**config.mk**
```make
export PLATFORM = sky130hd
export DESIGN_NAME = dma_block_writer
export DESIGN_NICKNAME = d
export VERILOG_FILES = /design/src/rtl/dma_block_writer_pkg.sv /design/src/rtl/dma_block_writer_regs.sv /design/src/rtl/dma_block_writer.sv
export SDC_FILE = /design/constraint.sdc
export NUM_CORES = 1
export LEC_CHECK = 0
export CAP_MARGIN = 0
export CELL_PAD_IN_SITES_DETAIL_PLACEMENT = 0
export CELL_PAD_IN_SITES_GLOBAL_PLACEMENT = 1
export CORE_MARGIN = 3
export CORE_UTILIZATION = 44
export DETAILED_ROUTE_END_ITERATION = 12
export GPL_ROUTABILITY_DRIVEN = 0
export HOLD_SLACK_MARGIN = 0.05
export MAX_ROUTING_LAYER = met4
export PLACE_DENSITY_LB_ADDON = 0.1
export RECOVER_POWER = 100
export SYNTH_ARGS = -nofsm -noshare
export SYNTH_HDL_FRONTEND = slang
export SYNTH_SLANG_ARGS = --single-unit
```
**constraint.sdc**
```tcl
create_clock -name wb_clk -period 8.8 [get_ports wb_clk]
set_input_delay 2.2 -clock wb_clk [delete_from_list [all_inputs] [get_ports wb_clk]]
set_output_delay 2.2 -clock wb_clk [all_outputs]
set_load 0.005 [all_outputs]
```
**src/rtl/dma_block_writer_pkg.sv**
```systemverilog
`default_nettype none
// ============================================================================
//  Module      : dma_block_writer_pkg
//  Description : Shared definitions for the block-writer DMA: register
//                offsets, STATUS bit positions and the status word builder.
//  Revision    : 1.0 - initial release
// ============================================================================
package dma_block_writer_pkg;

    // Register indices (byte offset >> 2)
    localparam logic [2:0] REG_ADDR   = 3'd0;
    localparam logic [2:0] REG_STEPS  = 3'd1;
    localparam logic [2:0] REG_CYCLES = 3'd2;
    localparam logic [2:0] REG_BLOCKS = 3'd3;
    localparam logic [2:0] REG_START  = 3'd4;
    localparam logic [2:0] REG_STOP   = 3'd5;
    localparam logic [2:0] REG_STATUS = 3'd6;
    localparam logic [2:0] REG_MATCH  = 3'd7;

    // STATUS register bit positions
    localparam int STAT_BLOCK_DONE = 0;
    localparam int STAT_XFER_DONE  = 1;
    localparam int STAT_MATCH      = 2;

    typedef struct packed {
        logic match;
        logic xfer_done;
        logic block_done;
    } dma_status_t;

    // Pack the engine flags into the CPU-visible STATUS word
    function automatic logic [31:0] status_word(input dma_status_t s);
        logic [31:0] w;
        w                  = '0;
        w[STAT_BLOCK_DONE] = s.block_done;
        w[STAT_XFER_DONE]  = s.xfer_done;
        w[STAT_MATCH]      = s.match;
        return w;
    endfunction

endpackage : dma_block_writer_pkg
`default_nettype wire

```
**src/rtl/dma_block_writer_regs.sv**
```systemverilog
`default_nettype none
// ============================================================================
//  Module      : dma_block_writer_regs
//  Description : Wishbone slave register file for the block-writer DMA.
//                Single-cycle ack one clock after the request; accesses take
//                effect in the ack cycle; read data is forced to 0 outside ack.
//  Revision    : 1.0 - initial release
// ============================================================================
module dma_block_writer_regs
    import dma_block_writer_pkg::*;
#(
    parameter int               WIDTH = 8,
    parameter logic [WIDTH-1:0] ADDR  = 8'h65
) (
    input  logic        clk_i,
    input  logic        rst_i,
    input  logic        cyc_i,
    input  logic        we_i,
    input  logic [31:0] adr_i,
    input  logic [31:0] dat_i,
    input  dma_status_t status_i,
    output logic [31:0] rdt_o,
    output logic        ack_o,
    output logic [31:0] base_o,
    output logic [31:0] cycles_o,
    output logic [31:0] blocks_o,
    output logic [31:0] match_o,
    output logic        start_o,
    output logic        start_repeat_o,
    output logic        stop_o
);

    logic        ack_q;
    logic [31:0] base_q;
    logic [31:0] steps_q;
    logic [31:0] cycles_q;
    logic [31:0] blocks_q;
    logic [31:0] match_q;

    logic        w_hit;
    logic [2:0]  w_idx;
    logic        w_wr;
    logic [31:0] w_rdata;
    logic        unused_adr;

    assign w_hit      = cyc_i && (adr_i[31 -: WIDTH] == ADDR);
    assign w_idx      = adr_i[4:2];
    assign w_wr       = ack_q && we_i;
    assign unused_adr = ^{adr_i[1:0], adr_i[31:5]};

    // Ack one clock after a hit; the !ack_q term blocks back-to-back acks
    always_ff @(posedge clk_i) begin
        if (rst_i) begin
            ack_q <= 1'b0;
        end else begin
            ack_q <= w_hit && !ack_q;
        end
    end

    // Storage registers, written in the ack cycle
    always_ff @(posedge clk_i) begin
        if (rst_i) begin
            base_q   <= '0;
            steps_q  <= '0;
            cycles_q <= '0;
            blocks_q <= '0;
            match_q  <= '0;
        end else if (w_wr) begin
            case (w_idx)
                REG_ADDR:   base_q   <= dat_i;
                REG_STEPS:  steps_q  <= dat_i;
                REG_CYCLES: cycles_q <= dat_i;
                REG_BLOCKS: blocks_q <= dat_i;
                REG_MATCH:  match_q  <= dat_i;
                default:    ;
            endcase
        end
    end

    // Read mux; START, STOP and anything unmapped read back as zero
    always_comb begin
        w_rdata = '0;
        if (ack_q) begin
            case (w_idx)
                REG_ADDR:   w_rdata = base_q;
                REG_STEPS:  w_rdata = steps_q;
                REG_CYCLES: w_rdata = cycles_q;
                REG_BLOCKS: w_rdata = blocks_q;
                REG_STATUS: w_rdata = status_word(status_i);
                REG_MATCH:  w_rdata = match_q;
                default:    w_rdata = '0;
            endcase
        end
    end

    assign rdt_o          = w_rdata;
    assign ack_o          = ack_q;
    assign base_o         = base_q;
    assign cycles_o       = cycles_q;
    assign blocks_o       = blocks_q;
    assign match_o        = match_q;
    assign start_o        = w_wr && (w_idx == REG_START);
    assign start_repeat_o = dat_i[0];
    assign stop_o         = w_wr && (w_idx == REG_STOP);

endmodule : dma_block_writer_regs
`default_nettype wire

```
**src/rtl/dma_block_writer.sv**
```systemverilog
`default_nettype none
// ============================================================================
//  Module      : dma_block_writer
//  Description : Wishbone DMA engine. Per xfer_block pulse it reads CYCLES
//                16-bit samples from the local source port and writes each
//                one, zero-extended, to consecutive 32-bit words in memory.
//  Revision    : 1.0 - initial release
// ============================================================================
module dma_block_writer
    import dma_block_writer_pkg::*;
#(
    parameter int               WIDTH       = 8,
    parameter logic [WIDTH-1:0] ADDR        = 8'h65,
    parameter int               XFER_ADDR_W = 16
) (
    input  logic                   wb_clk,
    input  logic                   wb_rst,
    input  logic                   wb_dbus_cyc,
    input  logic                   wb_dbus_we,
    input  logic [31:0]            wb_dbus_adr,
    input  logic [31:0]            wb_dbus_dat,
    output logic [31:0]            dbus_rdt,
    output logic                   dbus_ack,
    input  logic                   xfer_block,
    output logic [XFER_ADDR_W-1:0] xfer_adr,
    input  logic [15:0]            xfer_dat,
    output logic                   xfer_re,
    output logic                   block_done,
    output logic                   xfer_done,
    output logic                   dma_cyc,
    output logic                   dma_we,
    output logic [3:0]             dma_sel,
    output logic [31:0]            dma_adr,
    output logic [31:0]            dma_dat,
    input  logic                   dma_ack,
    input  logic [31:0]            dma_rdt
);

    localparam logic [2:0] S_IDLE       = 3'd0;
    localparam logic [2:0] S_WAIT_BLOCK = 3'd1;
    localparam logic [2:0] S_READ       = 3'd2;
    localparam logic [2:0] S_WRITE      = 3'd3;
    localparam logic [2:0] S_DONE       = 3'd4;

    logic [2:0]  state_q,      state_d;
    logic [31:0] blk_q,        blk_d;
    logic [31:0] c_q,          c_d;
    logic [31:0] n_q,          n_d;
    logic [15:0] sample_q,     sample_d;
    logic        block_done_q, block_done_d;
    logic        xfer_done_q,  xfer_done_d;
    logic        match_q,      match_d;
    logic        repeat_q,     repeat_d;

    logic [31:0] w_cfg_base;
    logic [31:0] w_cfg_cycles;
    logic [31:0] w_cfg_blocks;
    logic [31:0] w_cfg_match;
    logic        w_start;
    logic        w_start_repeat;
    logic        w_stop;
    dma_status_t w_status;
    logic [31:0] w_dma_adr;
    logic        w_last_sample;
    logic        w_last_block;
    logic        w_in_write;
    logic        unused_rdt;

    assign w_status   = '{match: match_q, xfer_done: xfer_done_q, block_done: block_done_q};
    assign unused_rdt = ^dma_rdt;

    dma_block_writer_regs #(
        .WIDTH (WIDTH),
        .ADDR  (ADDR)
    ) u_regs (
        .clk_i          (wb_clk),
        .rst_i          (wb_rst),
        .cyc_i          (wb_dbus_cyc),
        .we_i           (wb_dbus_we),
        .adr_i          (wb_dbus_adr),
        .dat_i          (wb_dbus_dat),
        .status_i       (w_status),
        .rdt_o          (dbus_rdt),
        .ack_o          (dbus_ack),
        .base_o         (w_cfg_base),
        .cycles_o       (w_cfg_cycles),
        .blocks_o       (w_cfg_blocks),
        .match_o        (w_cfg_match),
        .start_o        (w_start),
        .start_repeat_o (w_start_repeat),
        .stop_o         (w_stop)
    );

    // n counts words written since the last (re)start, so it sets the address
    assign w_dma_adr     = w_cfg_base + (n_q << 2);
    // >= rather than == so a CPU shrinking CYCLES/BLOCKS mid-run cannot strand us
    assign w_last_sample = (c_q + 32'd1) >= w_cfg_cycles;
    assign w_last_block  = (blk_q + 32'd1) >= w_cfg_blocks;
    assign w_in_write    = (state_q == S_WRITE);

    // Engine next-state: STOP beats START beats normal sequencing
    always_comb begin
        state_d      = state_q;
        blk_d        = blk_q;
        c_d          = c_q;
        n_d          = n_q;
        sample_d     = sample_q;
        block_done_d = block_done_q;
        xfer_done_d  = xfer_done_q;
        match_d      = match_q;
        repeat_d     = repeat_q;

        if (w_stop) begin
            state_d      = S_IDLE;
            block_done_d = 1'b0;
            xfer_done_d  = 1'b0;
            match_d      = 1'b0;
        end else if (w_start && ((state_q == S_IDLE) || (state_q == S_DONE))) begin
            blk_d        = '0;
            c_d          = '0;
            n_d          = '0;
            block_done_d = 1'b0;
            match_d      = 1'b0;
            repeat_d     = w_start_repeat;
            xfer_done_d  = (w_cfg_blocks == 32'd0);
            state_d      = (w_cfg_blocks == 32'd0) ? S_DONE : S_WAIT_BLOCK;
        end else begin
            if (w_start) begin
                repeat_d = w_start_repeat;
            end
            case (state_q)
                S_WAIT_BLOCK: begin
                    if (xfer_block) begin
                        block_done_d = 1'b0;
                        c_d          = '0;
                        if (w_cfg_cycles == 32'd0) begin
                            block_done_d = 1'b1;
                            blk_d        = blk_q + 32'd1;
                            xfer_done_d  = w_last_block;
                            state_d      = w_last_block ? S_DONE : S_WAIT_BLOCK;
                        end else begin
                            state_d = S_READ;
                        end
                    end
                end
                S_READ: begin
                    sample_d = xfer_dat;
                    state_d  = S_WRITE;
                end
                S_WRITE: begin
                    if (dma_ack) begin
                        n_d = n_q + 32'd1;
                        if (w_dma_adr == w_cfg_match) begin
                            match_d = 1'b1;
                        end
                        if (w_last_sample) begin
                            block_done_d = 1'b1;
                            blk_d        = blk_q + 32'd1;
                            xfer_done_d  = w_last_block;
                            state_d      = w_last_block ? S_DONE : S_WAIT_BLOCK;
                        end else begin
                            c_d     = c_q + 32'd1;
                            state_d = S_READ;
                        end
                    end
                end
                S_DONE: begin
                    // Repeat mode: xfer_done has been visible for one cycle, restart
                    if (repeat_q) begin
                        blk_d        = '0;
                        c_d          = '0;
                        n_d          = '0;
                        block_done_d = 1'b0;
                        match_d      = 1'b0;
                        xfer_done_d  = (w_cfg_blocks == 32'd0);
                        state_d      = (w_cfg_blocks == 32'd0) ? S_DONE : S_WAIT_BLOCK;
                    end
                end
                default: ;
            endcase
        end
    end

    // Engine state registers
    always_ff @(posedge wb_clk) begin
        if (wb_rst) begin
            state_q      <= S_IDLE;
            blk_q        <= '0;
            c_q          <= '0;
            n_q          <= '0;
            sample_q     <= '0;
            block_done_q <= 1'b0;
            xfer_done_q  <= 1'b0;
            match_q      <= 1'b0;
            repeat_q     <= 1'b0;
        end else begin
            state_q      <= state_d;
            blk_q        <= blk_d;
            c_q          <= c_d;
            n_q          <= n_d;
            sample_q     <= sample_d;
            block_done_q <= block_done_d;
            xfer_done_q  <= xfer_done_d;
            match_q      <= match_d;
            repeat_q     <= repeat_d;
        end
    end

    assign xfer_re    = (state_q == S_READ);
    assign xfer_adr   = xfer_re ? c_q[XFER_ADDR_W-1:0] : '0;
    assign block_done = block_done_q;
    assign xfer_done  = xfer_done_q;
    assign dma_cyc    = w_in_write;
    assign dma_we     = w_in_write;
    assign dma_sel    = w_in_write ? 4'b1111 : 4'b0000;
    assign dma_adr    = w_in_write ? w_dma_adr : '0;
    assign dma_dat    = w_in_write ? {16'h0000, sample_q} : '0;

endmodule : dma_block_writer
`default_nettype wire

```
==> results.txt, run 1 <==
- Clock-pin slew of the registers on the worst-case setup and hold paths: 60 ps
- Largest net degree at the start of global routing: 80
* Final critical delay including setup and external delays: 7560 ps
* Max Clk Rate: 0.132 GHz
* Die Width: 207 µm
- Post-layout power: 0.00315 W
* CTS sink cnt: 278
- Number of slew-limit violations in the final report: 307
* DP Wirelength: 46100 µm
* Worst path buffer plus inverter count: 3
- Post-CTS resize count: 0
- Area of the mapped netlist: 0.0178 mm²
* Highest-count cells in the layout ignoring fill and taps: 475 x sky130_fd_sc_hd__nand2_1, 278 x sky130_fd_sc_hd__dfxtp_1, 255 x sky130_fd_sc_hd__a21oi_1
- The detail route stage leaves a number of antenna-violating nets equal to 0.
* Period utilization: 86.0%
- Setup Skew: 10.1 ps
- On the critical path the largest part of the delay comes from buffers and inverters.
* Aggregate negative setup slack: 0 ps
- Wire length per cell after detailed routing: 20.4 µm
- Crit path largest cell delay: 1170 ps
* Worst-case clock buffer depth: 3
- Global route total overflow: 0
- The synthesized design contains 278 register bits.
- Post-synthesis average cell area: 7.57 µm²
* Filler Cell Count: 3857
- For this configuration, the core starts out at a cell density of 44.7%.
- Synthesis handed over a netlist of 2349 instances.
- Cell variety after synth: 80
* GRT busiest layer: met2
- GRT met1 Usage: 39.0%
- Most used DFF post-synth: sky130_fd_sc_hd__dfxtp_1
- Row generation in the floorplan step produced 73 rows.
- STA puts the critical path data required time at 6600 ps.
- Number of enable flip-flop cells after synthesis: 0
- The first routing iteration left 1535 violations.
- In this run the static leakage power is 8.02 nW.
- Clock H-tree levels: 2
- Number of warnings reported in the yosys synthesis log: 0
- Before CTS, the worst setup slack after placement is 1630 ps.
- First-pass GRT wire length: 94200 µm
* Total power divided by cell area: 151 mW/mm²
- The number of endpoints with negative hold slack in the final report came to 0.
- The initial antenna violation count was 1.
- Maximum Capacitance Violations: 6
* Fraction of the core area covered by cells at the end of the flow: 52.4%
* Worst endpoint data arrival time: 5360 ps
* Endpoint kind of the worst setup timing path: output pin
- For the pin with the worst max-slew slack, the measured transition is 3060 ps.
- The flow ran to the end, but the final reports show violations.
* Critical path peak fanout: 31
- The most numerous cell type found on the critical path is sky130_fd_sc_hd__dlygate4sd3_1.
- Most common cell after layout, fill and taps aside: sky130_fd_sc_hd__nand2_1
- DRC violations left: 0
* Total Routed Length: 61100 µm
* Async set or reset register ratio after synthesis: 0%
- TritonCTS clock tree: built
- For this run, the post-layout net count is 2653.
- The first detailed-routing pass ran for 6 iterations.
- Clock latency on the worst-skew pair, taken at its later pin, is 510 ps.
- Using the TritonRoute via totals, the vias-per-cell ratio works out to 5.81.
* Vias: 17.4k
- Global routing used 27.8% of the available tracks across all layers.
* Die Span Y: 207 µm
* Fraction of met3 tracks used by global routing: 3.41%
- Kind of critical path: in -> out
- Number of setup violations in the final report: 0
* Worst-case headroom to the max-slew limit: -104%
- Vias in the first global route: 15.9k
- Final Worst Setup Slack: 1240 ps
- After clock tree synthesis, the flow added hold-fix buffers numbering 0.
* Cell chosen for the clock root: sky130_fd_sc_hd__clkbuf_16
- STA classifies the critical path startpoint as an input port.
* VDD IR-drop max: 0.114 mV
- Class of the most critical hold timing path: reg -> reg
* CORE AREA: 0.0398 mm²
- TritonCTS buffer count: 34
- Met2 track utilization from global routing: 42.5%
- Compared with the post-synthesis result, the final layout area differs by 17.2%.
- During I/O placement, the number of pins put on the boundary was 240.
- Cell type of the slowest stage on the worst timing path: sky130_fd_sc_hd__clkbuf_1
* Number of input and output port buffers inserted: 170
- Violated checks: capacitance limit, slew limit
- The signal on the critical path passes through dlygate4sd3_1 > nand2b_1 > nand2_1 > clkbuf_1 > nor2_1 > dlygate4sd3_1.
- After clock tree synthesis, the setup repair step added 0 buffers.
* Area of the die: 0.0429 mm²
- Setup repair after global routing missed its margin: false
- The share of the Yosys chip area taken by registers is 31.3%.
- Cells with a size suffix above 1 make up 5.03% of the layout.
-- final timing paths --
path | startpoint | endpoint | slack, ps | cells after the start
worst min-delay path | sample_q[10] | sample_q[10] | 450 | 2
worst min register to register | sample_q[10] | sample_q[10] | 450 | 2
worst max-delay path | wb_dbus_adr[4] | dbus_rdt[18] | 1240 | 6
worst max register to register | c_q[0] | blk_q[12] | 2250 | 20
-- area by class of cell --
cell class | instances | area (µm²) | share of cell area [%]
flip-flops and latches | 278 | 5570 | 26.7
multi-input cells | 1833 | 11200 | 53.9
clock inverters | 8 | 124 | 0.594
clock buffers | 53 | 1050 | 5.02
inverters | 87 | 327 | 1.57
diodes | 1 | 2.50 | 0.0120
repair buffers | 204 | 1890 | 9.08
well taps | 525 | 657 | 3.15
-- Yosys cell counts (all sizes together) (25+ instances only) --
master	n	area share, %
a21o	52	2.2
nand3	73	2.1
nor2	158	3.3
buf	35	1.2
xor2	57	2.8
dfxtp	278	31
o21ai	104	2.9
a21oi	256	7.2
nand2	475	10
and3	40	1.4
and2	48	1.7
inv	86	1.8
clkbuf	131	2.8
ha	96	6.8
xnor2	68	3.3
nand4	52	1.8
nor3	26	0.73
nor4	25	0.88
-- routing by layer --
layer	share of wire, %	vias to the layer above	wire (µm)
met2	45	594	27400
met1	46	8269	28100
met4	3.0	0	1830
met3	6.1	110	3740
li1	-	8394	-
met5	0	-	0
-- logic make-up after synthesis --
group	synth area share, %
AND/OR/NAND/NOR	24.8
AO/OA/AOI/OAI	20.1
flip-flops	31.3
buffers and inverters	5.81
XOR/XNOR	7.57
adder cells (fa/ha/maj)	6.86
multiplexers	3.54
other	0.0211
-- through the flow --
| step | hold slack [ps] | instances | area [µm²] |
|---|---|---|---|
| 5_1_grt | 464 | 2989 | 20900 |
| 4_1_cts | 450 | 2988 | 21000 |
| 2_1_floorplan | 431 | 2364 | 17800 |
| 6_report | 451 | 2989 | 20900 |
| 3_3_place_gp | 438 | 2927 | 19800 |
| 3_5_place_dp | 443 | 2927 | 19800 |
-- power by group --
group	internal, W	leakage, nW	switching [W]	total [W]
Clock	0.000907	0.566	0.000554	0.00146
Sequential	0.00127	2.24	0.0000199	0.00129
Combinational	0.000116	5.22	0.000285	0.000401
Total	0.00229	8.02	0.000859	0.00315
-- worst reg2reg max path, stage by stage (launching register included) --
cell	delay (ps)
sky130_fd_sc_hd__dfxtp_1	480
sky130_fd_sc_hd__and3_1	200
sky130_fd_sc_hd__nand3_1	110
sky130_fd_sc_hd__nor2_1	310
sky130_fd_sc_hd__and3_1	290
sky130_fd_sc_hd__nand3_1	270
sky130_fd_sc_hd__or2_0	450
sky130_fd_sc_hd__nor2_1	370
sky130_fd_sc_hd__xnor2_1	190
sky130_fd_sc_hd__ha_1	280
sky130_fd_sc_hd__a21o_1	180
sky130_fd_sc_hd__a21o_1	170
sky130_fd_sc_hd__a21o_1	170
sky130_fd_sc_hd__a211oi_1	230
sky130_fd_sc_hd__o21bai_1	110
sky130_fd_sc_hd__a221o_1	400
sky130_fd_sc_hd__a211o_1	380
sky130_fd_sc_hd__o21ai_0	320
sky130_fd_sc_hd__clkbuf_1	1100
sky130_fd_sc_hd__nor2_1	150
sky130_fd_sc_hd__a41o_1	290
-- registers in the layout, indices dropped and copies added, names as in the netlist, 3 cells and up --
signal and count:
blk_q 32, c_q 32, n_q 30, sample_q 16
state_q 3, u_regs.base_o 32, u_regs.blocks_o 32, u_regs.cycles_o 32
u_regs.match_o 32, u_regs.steps_q 32
Note: power is estimated with default switching activity, not from simulation.
==> run 2, diff against run 1 <==
SYNTH_HIERARCHICAL = 1   (was not set)
==> run 2 against run 1 <==
Net effect:
- the flow still finishes with violations (capacitance limit, slew limit)
- critical path depth grew 1
- cell count is 0.30% lower
- worst hold slack lost 1.5 ps
- first-iteration DRC count rose by 1.6%
- largest cell class unchanged
- via count up 0.26%
- critical path type unchanged
- total power shrank 4.1%
- clock power grew 14%
- maximum frequency fell by 7.4%
- register-to-register slack improved by 280 ps
- clock skew is 4.1 ps higher
- cell area up 0.20%
==> results.txt, run 2 <==
- Setup repair after global routing missed its margin: false
- CTS sink cnt: 278
- In the synthesized netlist, the number of instances is 2360.
- Summing over every cut layer, the via total after detailed routing is 17.4k.
* Global route total overflow: 0
- The run finished, with violations left.
- Cell type of the slowest stage on the worst timing path: sky130_fd_sc_hd__clkbuf_1
- In the final layout, the multi-input gates occupy 0.0111 mm².
- Sum of routed wire segments on met1: 28100 µm
- Measured along the x axis, the die boundary spans 208 µm.
- Setup violations remaining at the end of the flow were counted as 0.
* Syn-to-layout area delta: 16.8%
- Total Routed Length: 61600 µm
- Violated checks: capacitance limit, slew limit
* Combinational family with the most area after synthesis: simple AND/OR/NAND/NOR gates
- Antenna violations before repair: 0
- Detailed placement ended at an HPWL of 45400 µm.
- The tree is rooted in a sky130_fd_sc_hd__clkbuf_16.
- Seq cells post-synth: 278
* Worst-case clock buffer depth: 3
* Number of input and output port buffers inserted: 170
- Among all flip-flop cells after synthesis, the most frequent one is sky130_fd_sc_hd__dfxtp_1.
- Cell with the most instances after synthesis: sky130_fd_sc_hd__nand2_1
* Share of post-route cells with drive strength above 1: 5.62%
* Worst slack after detailed placement: 1320 ps
- Post-layout power: 0.00302 W
- Most common library cells after synthesis: 444 x sky130_fd_sc_hd__nand2_1, 327 x sky130_fd_sc_hd__a21oi_1, 278 x sky130_fd_sc_hd__dfxtp_1
- The library cell used most frequently in the layout, excluding fill and tap cells, is sky130_fd_sc_hd__nand2_1.
* Most Frequent Cell on Critical Path: sky130_fd_sc_hd__dlygate4sd3_1
- In this run the worst path has a maximum fanout of 22.
- The max-slew violation count came to 223.
* Setup Skew: 14.3 ps
- Simple-Gate Fraction of Synth Area: 23.9%
* Total global routing track utilization: 27.8%
- Final hold violations: 0
- Synth top area cells: sky130_fd_sc_hd__dfxtp_1 31%, sky130_fd_sc_hd__nand2_1 9.3%, sky130_fd_sc_hd__a21oi_1 9.1%
- Summing every instance area after synthesis gives 0.0179 mm².
- Summed over all nets, wire length on met3 after detailed routing comes to 4340 µm.
- The sequential cells in the finished layout cover a total of 0.00557 mm².
- For this run, asynchronously set or reset flops after synthesis account for 0%.
- Post-CTS resize count: 0
* CORE AREA: 0.0399 mm²
* Endpoint kind of the worst setup timing path: output pin
- Number of warnings reported in the yosys synthesis log: 6
* Worst-skew pair later-pin latency: 520 ps
- The via count of the first global-routing pass is 15.9k.
- For the worst setup path, the data arrival time is 5970 ps.
- Complex-gate fraction of the synthesized area: 21.3%
- Wire length per cell after detailed routing: 20.7 µm
- In this run the static leakage power is 7.73 nW.
* Largest net degree at the start of global routing: 100
* Clock-pin slew of the registers on the worst-case setup and hold paths: 60 ps
- Number of enable flip-flop cells after synthesis: 0
- Highest-count cells in the layout ignoring fill and taps: 444 x sky130_fd_sc_hd__nand2_1, 327 x sky130_fd_sc_hd__a21oi_1, 278 x sky130_fd_sc_hd__dfxtp_1
* Area of the die: 0.0431 mm²
- Sequential cells were found to cover 31.1% of the synthesized design area.
- TritonCTS buffer count: 35
- Clock H-tree levels: 2
* Initial cell density of the core: 44.8%
- For this run, design rule violations remaining after detail routing come to 0.
- Critical-path cell list: dlygate4sd3_1 > buf_4 > clkbuf_1 > and3_1 > a22oi_1 > a21oi_1 > dlygate4sd3_1
- Kind of start point of the critical path: input port
- The first global-routing pass estimated 93900 µm of wire.
- In this run, the number of DRC markers left after iteration 0 of detailed routing was 1560.
- IR analysis of the VDD net gives a maximum drop of 0.106 mV.
- Number of hold buffers added after CTS: 0
* Crit path largest cell delay: 1110 ps
- After the last flow step, the layout net total stands at 2645.
- The kind of cell with the highest combined delay along the critical path is buffers and inverters.
- Before antenna repair, the detailed router went through 8 iterations.
- At the worst endpoint, the required time is 6600 ps.
* Kind of critical path: in -> out
* XOR/XNOR share of the synthesized area: 7.35%
- Class of the most critical hold timing path: reg -> reg
* Num rows: 73
- The tool flagged a number of max-cap violations equal to 8.
- Die Span Y: 208 µm
* Total length of routed met2 wires: 27400 µm
- After layout, the worst path uses 92.9% of the clock period.
* Worst-case headroom to the max-slew limit: -78.6%
- ANT cells: 0
- After Yosys synthesis, full adders, half adders and majority gates account for 6.83% of the synthesized area.
* Cell variety after synth: 87
- Total power divided by cell area: 145 mW/mm²
* TritonCTS clock tree: built
- Final critical delay including setup and external delays: 8170 ps
* Max Clk Rate: 0.122 GHz
- On the final layout, the worst hold slack is 449 ps.
- In the synthesized netlist, mux cells make up 2.55% of the area.
- Setup total negative slack on the finished layout was measured at 0 ps.
* Most area-hungry cell type in the Yosys netlist: sky130_fd_sc_hd__dfxtp_1
* Number of I/O pins: 240
- Post-synthesis average cell area: 7.58 µm²
- Post-detailed-route via-to-cell ratio: 5.84
* Worst slew pin tran: 2670 ps
- Area share of the largest cell type after synthesis: 31.1%
- Highest metal layer used by the detailed router: met4
- After clock tree synthesis, the setup repair step added 0 buffers.
* Final ANT Viol Nets: 0
- In the post-route analysis, the smallest setup slack over all paths is 627 ps.
* Filler Cell Count: 3859
- Worst path buffer plus inverter count: 4
## run 2: changes by cell type in the layout (fill, tap and decap cells not counted), moves of 11 or more
| cell | delta |
|---|---|
| sky130_fd_sc_hd__a32oi_1 | +16 |
| sky130_fd_sc_hd__mux4_2 | -16 |
| sky130_fd_sc_hd__o21ai_0 | -37 |
| sky130_fd_sc_hd__a31oi_1 | +14 |
| sky130_fd_sc_hd__a21o_1 | -11 |
| sky130_fd_sc_hd__nand3_1 | -14 |
| sky130_fd_sc_hd__mux2_2 | +21 |
| sky130_fd_sc_hd__and3_1 | -11 |
| sky130_fd_sc_hd__nor2_1 | -25 |
| sky130_fd_sc_hd__a21oi_1 | +72 |
| sky130_fd_sc_hd__a22oi_1 | +27 |
| sky130_fd_sc_hd__a222oi_1 | -13 |
| sky130_fd_sc_hd__nand2_1 | -31 |
## run 2: final cells by class
| class | count | area share, % |
|---|---|---|
| clock buffers | 48 | 4.92 |
| clock inverters | 14 | 1.44 |
| inverters | 84 | 1.51 |
| multi-input cells | 1830 | 53.3 |
| flip-flops and latches | 278 | 26.6 |
| well taps | 525 | 3.14 |
| repair buffers | 201 | 9.05 |
## run 2: kinds of logic after synthesis
family                     after synthesis
and+or+nand+nor                        913
AOI/OAI and AO/OA                      625
muxes                                   42
DFF                                    278
adders and majority gates               97
buffers and inverters                  267
xor gates and xnor gates               137
other                                    1
## run 2: stage by stage
stage | utilization (%) | instances | instance area [µm²]
floorplan | - | 2375 | 17900
CTS | 52.6 | 2980 | 21000
global placement | 49.3 | 2918 | 19700
detailed placement | 49.3 | 2918 | 19700
global route | 52.3 | 2980 | 20900
finish | 52.3 | 2980 | 20900
## run 2: worst reg2reg max path, delay by kind of cell, from the launching register on
kind | cells | cell delay [ps]
adders and majority gates | 2 | 550
DFF | 1 | 510
xor gates and xnor gates | 1 | 200
and+or+nand+nor | 7 | 2480
AOI/OAI and AO/OA | 8 | 2370
## run 2: where the power goes
part / switching (W) / internal, W / total (W)
logic: 0.0000701 / 0.0000357 / 0.000106
clock network: 0.000577 / 0.00108 / 0.00166
registers: 0.000000312 / 0.00126 / 0.00126
total: 0.000648 / 0.00238 / 0.00302
## run 2: layer usage
metal,track usage [%],vias up
li1,-,8381
met1,39.3,8316
met2,42.4,614
met3,3.22,101
met4,7.35,0
met5,-,-
## run 2: worst paths after layout
path,cells after the start,endpoint,slack [ps],start
worst min register to register,2,sample_q[3],450,sample_q[3]
worst max-delay path,7,dbus_rdt[12],630,wb_dbus_adr[3]
worst min-delay path,2,sample_q[3],450,sample_q[3]
worst max register to register,18,c_q[29],2530,c_q[0]
